[src/rtl/sweep_pkg.sv]
// Shared types and helpers for the pattern_sweep_gen odometer stimulus engine.
// Holds the sweep FSM state encoding and the channel-slice index helper.
package sweep_pkg;

   typedef enum logic [1:0] {
      ST_IDLE = 2'd0,
      ST_RUN  = 2'd1,
      ST_DONE = 2'd2
   } sweep_state_t;

   // Low bit of channel ch inside a packed bus of w-bit slices.
   function automatic int slice_lo(input int ch, input int w);
      return ch * w;
   endfunction

endpackage

[src/rtl/sweep_digit.sv]
// One odometer digit: a CNT_W counter that wraps at lim and raises carry on wrap.
// clr and rst both return it to zero; inc advances it.
module sweep_digit #(
   parameter int CNT_W = 3
) (
   input  logic             clk,
   input  logic             rst,
   input  logic             clr,
   input  logic             inc,
   input  logic [CNT_W-1:0] lim,
   output logic [CNT_W-1:0] cnt,
   output logic             at_lim,
   output logic             carry
);

   assign at_lim = (cnt == lim);
   assign carry  = inc & at_lim;

   always_ff @(posedge clk) begin
      if (rst || clr) begin
         cnt <= '0;
      end else if (inc) begin
         cnt <= at_lim ? '0 : cnt + 1'b1;
      end
   end

endmodule

[src/rtl/pattern_sweep_gen.sv]
// Exhaustive odometer sweep over NUM_CH channels presented on a valid/ready stream.
// Define SWEEP_SIG_EN to fold DUT results into a rotating-XOR signature on sig_o.
module pattern_sweep_gen
   import sweep_pkg::*;
#(
   parameter int NUM_CH = 4,
   parameter int DATA_W = 16,
   parameter int CNT_W  = 3,
   parameter int RES_W  = 34
) (
   input  logic                     clk,
   input  logic                     rst,
   input  logic                     start,
   input  logic [NUM_CH*CNT_W-1:0]  lim_i,
   output logic [NUM_CH*DATA_W-1:0] pat_o,
   output logic                     pat_valid_o,
   input  logic                     pat_ready_i,
   output logic                     busy_o,
   output logic                     done_o,
   input  logic [RES_W-1:0]         res_i,
   input  logic                     res_valid_i,
   output logic [RES_W-1:0]         sig_o,
   output sweep_state_t             dbg_state_o
);

   // Stream handshake: a pattern transfers on any cycle with pat_valid_o=1 and
   // pat_ready_i=1; while valid and not ready, pat_o is held and valid stays high.

   sweep_state_t              state;
   logic [NUM_CH*CNT_W-1:0]   lim_q;
   logic [CNT_W-1:0]          cnt    [NUM_CH];
   logic [NUM_CH-1:0]         at_lim;
   logic [NUM_CH-1:0]         inc;
   logic [NUM_CH-1:0]         carry;
   logic                      hs;
   logic                      last;
   logic                      clr;
   logic                      unused_carry;

   assign hs           = pat_valid_o & pat_ready_i;
   assign last         = &at_lim;
   assign clr          = (state == ST_IDLE) & start;
   assign dbg_state_o  = state;
   assign unused_carry = carry[0];

   // Channel NUM_CH-1 is the fastest digit; carries ripple toward channel 0.
   genvar c;
   generate
      for (c = 0; c < NUM_CH; c++) begin : g_digit
         if (c == NUM_CH - 1) begin : g_lsd
            assign inc[c] = hs & ~last;
         end else begin : g_inner
            assign inc[c] = carry[c+1];
         end

         sweep_digit #(.CNT_W(CNT_W)) u_digit (
            .clk    (clk),
            .rst    (rst),
            .clr    (clr),
            .inc    (inc[c]),
            .lim    (lim_q[slice_lo(c, CNT_W) +: CNT_W]),
            .cnt    (cnt[c]),
            .at_lim (at_lim[c]),
            .carry  (carry[c])
         );

         assign pat_o[slice_lo(c, DATA_W) +: DATA_W] = DATA_W'(cnt[c]);
      end
   endgenerate

   always_ff @(posedge clk) begin
      if (rst) begin
         state       <= ST_IDLE;
         lim_q       <= '0;
         pat_valid_o <= 1'b0;
         busy_o      <= 1'b0;
         done_o      <= 1'b0;
      end else begin
         case (state)
            ST_IDLE: begin
               done_o <= 1'b0;
               if (start) begin
                  state       <= ST_RUN;
                  lim_q       <= lim_i;
                  pat_valid_o <= 1'b1;
                  busy_o      <= 1'b1;
               end
            end
            ST_RUN: begin
               if (hs && last) begin
                  state       <= ST_DONE;
                  pat_valid_o <= 1'b0;
                  busy_o      <= 1'b0;
                  done_o      <= 1'b1;
               end
            end
            ST_DONE: begin
               state  <= ST_IDLE;
               done_o <= 1'b0;
            end
            default: begin
               state       <= ST_IDLE;
               pat_valid_o <= 1'b0;
               busy_o      <= 1'b0;
               done_o      <= 1'b0;
            end
         endcase
      end
   end

`ifdef SWEEP_SIG_EN
   logic [RES_W-1:0] sig;

   always_ff @(posedge clk) begin
      if (rst || clr) begin
         sig <= '0;
      end else if (res_valid_i) begin
         sig <= {sig[RES_W-2:0], sig[RES_W-1]} ^ res_i;
      end
   end

   assign sig_o = sig;
`else
   logic unused_res;

   assign unused_res = ^{res_i, res_valid_i};
   assign sig_o      = '0;
`endif

endmodule

[config.mk]
export PLATFORM = sky130hd
export DESIGN_NAME = pattern_sweep_gen
export DESIGN_NICKNAME = d
export VERILOG_FILES = /design/src/rtl/sweep_pkg.sv /design/src/rtl/sweep_digit.sv /design/src/rtl/pattern_sweep_gen.sv
export SDC_FILE = /design/constraint.sdc
export NUM_CORES = 1
export LEC_CHECK = 0
export BUFFER_PORTS_ARGS = -buffer_cell sky130_fd_sc_hd__buf_2
export CAP_MARGIN = 40
export CORE_ASPECT_RATIO = 0.5
export CORE_MARGIN = 8
export CORE_UTILIZATION = 40
export DETAILED_ROUTE_END_ITERATION = 12
export PLACE_DENSITY_LB_ADDON = 0.3
export SLEW_MARGIN = 10
export SYNTH_ARGS = -nofsm -noshare
export SYNTH_HDL_FRONTEND = slang
export SYNTH_HIERARCHICAL = 1
export SYNTH_SLANG_ARGS = --single-unit
[constraint.sdc]
create_clock -name clk -period 2.8 [get_ports clk]
set_input_delay 0.14 -clock clk [delete_from_list [all_inputs] [get_ports clk]]
set_output_delay 0.14 -clock clk [all_outputs]
set_load 0.005 [all_outputs]
==> flow_metrics.tcl, run 1 <==
set metrics [dict create \
    crit_type "flop to flop" \
    ios 154 \
    wire_per_inst_um 11.6 \
    finalHoldViolCount 0 \
    holdCritPathClass "input pin to flop" \
    finalCriticalPeriod_ps 2550 \
    place_ws_ps 203 \
    cts_tree "yes" \
    crit_path_frequent_cell "and2_1" \
    clock.fmax_mhz 391 \
    final_common_cell "conb_1" \
    cap_violations 0 \
    grt_util_all_layers_pct 9.01 \
    syn-cell-area_um2 1970 \
    dpl.hpwl_um 3120 \
    cts_inserted_buffers 3 \
    die_area_um2 7580 \
    drt-initial-drc-count 53 \
    syn_avg_cell_area_um2 8.81 \
    end_kind "flop" \
    fin_worst_skew_ps 5.79 \
    final_cell_area_um2 1920 \
    slew_viol_final 0 \
    die_w_um 115 \
    wl_um 3770 \
    outcome "complete, no violations" \
    drc_errors 0 \
    hp-start "lim_i[3]" \
    postCtsSetupBuffers 0 \
    cp_data_arrival_time_ps 2750 \
    clockBufferDepth 2 \
    ys_warn_count 6 \
    cts-htree-levels 1 \
    fp-row-count 18 \
    r2r-start "g_digit[1].u_digit/cnt[2]" \
    clk_pin_slew_ps 90 \
    drive_above_1_share_pct 17.2 \
    tns_ps 0 \
    portBuffers 32 \
    crit_chain "xor2_1, nor3_2, nand4_1, nor2b_2, and2_1, and2_1, and2_1, nand3_1, o211ai_1, a211oi_1" \
    nFillCells 494 \
    p_leak_nw 1.02 \
    utilization_pct 39.7 \
    root_buffer "clkbuf_8" \
    rsz0062_at_grt "false" \
    grt_pass1_wl_um 5680 \
    crit_family "simple AND/OR/NAND/NOR gates" \
    antenna_cells 0 \
    crit_slowest_cell "dfxtp_1" \
    cts_sinks 28 \
    placed_area_um2 1860 \
    required_ps 3000 \
    power.ir.vdd_worst_uv 167 \
    nets 312 \
    dr.pass1.iters 4 \
    setup_viol 0 \
    max_stage_delay_ps 370 \
    routed-via-count 1332 \
    worstSetupStartpointType "flop" \
    final_cell_mix "86 x conb_1, 32 x buf_2, 28 x dfxtp_1, 21 x nor2_1" \
    start_util_pct 40.8 \
    overflow 0 \
    finalCritPeriodShare_pct 91.2 \
    gp_congestion 0.774 \
    clk_latency_ps 270 \
    area_growth_pct -2.66 \
    synthCells 224 \
    worst-path-max-fanout 8 \
    fp.coreArea_um2 4840 \
    grt_max_degree 20 \
    crit_buf_inv 0 \
    power_density_nw_per_um2 437 \
    vias_per_cell 4.09 \
    whs_ps 100 \
    finalWorstSetupSlack_ps 246 \
    ant_nets 0 \
    antenna_found_initial 0 \
    grt_pass1_vias 1272 \
    crit_start "g_digit[1].u_digit/cnt[2]" \
    die_y_um 65.7 \
]
-- per-stage QoR --
step	cells	total power, W
3_5_place_dp	322	0.000596
2_1_floorplan	309	0.000650
4_1_cts	326	0.000845
6_report	326	0.000840
5_1_grt	326	0.000894
3_3_place_gp	322	0.000591
-- area by class of cell --
cell class                 count  area (um2)  share of cell area, %
timing repair buffer          32         160                   8.33
sequential                    28         561                   29.2
tap                           70        87.6                   4.56
clock buffer                   4        55.1                   2.86
inverter                       1        6.26                  0.326
multi-input combinational    191        1050                   54.8
-- final timing paths --
kind / to / slack, ps / cells after the start
worst max-delay path: g_digit[0].u_digit/cnt[2] / 250 / 10
worst min-delay path: lim_q[3] / 100 / 3
worst max register to register: g_digit[0].u_digit/cnt[2] / 250 / 10
worst min register to register: done_o / 510 / 1
-- flip-flops by register name, indices dropped and copies added, names as in the netlist --
signal and flops:
g_digit.u_digit/cnt 12, busy_o 1, dbg_state_o 2, done_o 1, lim_q 12
-- layer usage --
metal / track usage, % / vias up / share of wire, %
met5: 0 / - / 0
met3: 2.74 / 4 / 13
li1: - / 638 / -
met1: 9.86 / 605 / 41
met4: 2.76 / 0 / 0.90
met2: 16.5 / 85 / 45
-- power breakdown --
part	switching [W]	total, W	leakage [nW]	internal, W
Sequential	0.0000142	0.000431	0.228	0.000416
Combinational	0.000107	0.000163	0.760	0.0000559
Clock	0.000121	0.000247	0.0288	0.000126
Total	0.000242	0.000840	1.02	0.000598
-- what timing repair did --
item / CTS / global route
hold buffers: 0 / 0
endpoints found under the setup margin: 0 / 3
resized for setup: 0 / 1
-- worst register-to-register path: stages (launching register included) --
cell and delay [ps]:
dfxtp_1 370, xor2_1 190, nor3_2 340, nand4_1 230, nor2b_2 270, and2_1 230
and2_1 240, and2_1 230, nand3_1 110, o211ai_1 80, a211oi_1 200
Note: power is estimated with default switching activity, not from simulation.
==> inputs of run 2 (changes only) <==
Settings changed: SYNTH_HIERARCHICAL 1 to default.
==> flow_metrics.tcl, run 2 <==
set metrics [dict create \
    syn-cell-area_um2 1940 \
    cp_data_arrival_time_ps 1960 \
    synth_edf_count 0 \
    dpl.hpwl_um 3170 \
    required_ps 2970 \
    gp_congestion 0.737 \
    overflow 0 \
    crit_start "g_digit[2].u_digit.cnt[0]" \
    routed-via-count 1281 \
    grt_max_degree 16 \
    drc_errors 0 \
    die_w_um 114 \
    synth_most_common_cell "buf_4" \
    whs_ps 70.4 \
    postCtsSetupBuffers 0 \
    cts_inserted_buffers 3 \
    synth_async_sr_flop_share_pct 0 \
    final_cell_mix "86 x conb_1, 32 x buf_2, 28 x dfxtp_1, 11 x a22o_1, 10 x xnor2_1" \
    area_growth_pct -1.68 \
    hold_buffers 0 \
    drt-initial-drc-count 46 \
    synthCells 217 \
    synth.distinct_cells 41 \
    ant_nets 0 \
    synth_largest_area_cell "buf_4" \
    fp.coreArea_um2 4800 \
    die_area_um2 7460 \
    dr.pass1.iters 4 \
    worst-path-max-fanout 5 \
    r2r_end "g_digit[3].u_digit.cnt[2]" \
    drive_above_1_share_pct 19.3 \
    cts_tree "yes" \
    finalCritPeriodShare_pct 64.0 \
    fp-row-count 18 \
    grt_pass1_vias 1196 \
    nets 305 \
    power.ir.vdd_worst_uv 185 \
    worstSetupStartpointType "flop" \
    synth_seq_area_share_pct 28.9 \
    placed_area_um2 1850 \
    final_cell_area_um2 1900 \
    ctsResizeCount 0 \
    clk_latency_ps 270 \
    cap_violations 0 \
    antenna_found_initial 0 \
    wire_per_inst_um 12.0 \
    rsz0062_at_grt "false" \
    start_util_pct 40.4 \
    root_buffer "clkbuf_8" \
    antenna_cells 0 \
    power_density_nw_per_um2 450 \
    wl_um 3820 \
    r2r-start "g_digit[2].u_digit.cnt[0]" \
    ios 154 \
    p_leak_nw 0.956 \
    cts-htree-levels 1 \
    place_ws_ps 1010 \
    clockBufferDepth 2 \
    finalWorstSetupSlack_ps 1010 \
    crit_type "flop to flop" \
    r2r_cells 5 \
    holdCritPathClass "input pin to flop" \
    finalCriticalPeriod_ps 1790 \
    cts_sinks 28 \
    fin_worst_skew_ps 2.85 \
    finalHoldViolCount 0 \
    slew_viol_final 0 \
    setup_viol 0 \
    grt_pass1_wl_um 5780 \
    portBuffers 32 \
    clk_pin_slew_ps 90 \
    outcome "complete, no violations" \
    yosysTopAreaCellShare_pct 33.7 \
    synth-seq-cells 28 \
    die_y_um 65.2 \
    synth_area_leaders "buf_4 34%, dfxtp_1 29%, a22o_1 5.0%" \
    end_kind "flop" \
    clock.fmax_mhz 558 \
    final_common_cell "conb_1" \
    ff2ff_setup_slack_ps 1010 \
    vias_per_cell 4.02 \
    ys_warn_count 0 \
    ys.flop_type "dfxtp_1" \
    synth_top_cells_by_count "87 x buf_4, 28 x dfxtp_1, 11 x a22o_1, 10 x xnor2_1, 9 x nor2_1" \
    crit_end "g_digit[3].u_digit.cnt[2]" \
    grt_util_all_layers_pct 9.40 \
    tns_ps 0 \
    syn_avg_cell_area_um2 8.93 \
]
-- run 2: layer usage --
layer	GRT usage, %	routed length, um	up-vias
met1	10.2	1520	579
met3	4.02	537	2
li1	-	-	626
met2	16.3	1730	74
met5	0	0	-
met4	3.45	34	0
-- run 2: cell type report --
cell class                      instances  area, um2
Multi-Input combinational cell        179       1010
Sequential cell                        28        561
Timing Repair Buffer                   34        175
Clock buffer                            4       55.1
Fill cell                             496       2890
Inverter                                4       15.0
Tap cell                               70       87.6
-- run 2: logic make-up (layout without fill, tap and decap cells) --
group | after synthesis | after routing | synth area share [%]
compound gates | 33 | 33 | 14.0
xor+xnor | 14 | 14 | 6.33
fa+ha+maj | 4 | 4 | 2.58
buf+inv | 95 | 42 | 35.3
flops | 28 | 28 | 28.9
mux | 2 | 2 | 1.03
other cells | 1 | 86 | 0.194
simple gates | 40 | 40 | 11.6
-- run 2: power by group --
part	total (W)	internal [W]	leakage, nW	switching [W]
registers	0.000434	0.000417	0.228	0.0000167
logic	0.000180	0.0000613	0.699	0.000119
clock network	0.000244	0.000126	0.0288	0.000118
total	0.000858	0.000604	0.956	0.000253
-- run 2: critical path, stage by stage (launching register included) --
cell and delay (ps):
dfxtp_1 400, xor2_1 140, or3_4 450, o41ai_4 460
or3_2 180, a21oi_1 50
-- run 2: stage by stage --
stage	cells	utilization, %	power [W]
floorplan	302	-	0.000661
global route	319	39.7	0.000908
finish	319	39.7	0.000858
CTS	319	39.7	0.000860
global placement	315	38.5	0.000614
detailed placement	315	38.5	0.000617
-- run 2: worst min-delay path by stage --
stage | from | to | depth (start not counted)
after floorplan | lim_i[0] | lim_q[0] | 1
after global placement | lim_i[1] | lim_q[1] | 2
after detailed placement | lim_i[1] | lim_q[1] | 2
after CTS | lim_i[1] | lim_q[1] | 2
after global routing | lim_i[5] | lim_q[5] | 2
final | lim_i[5] | lim_q[5] | 2
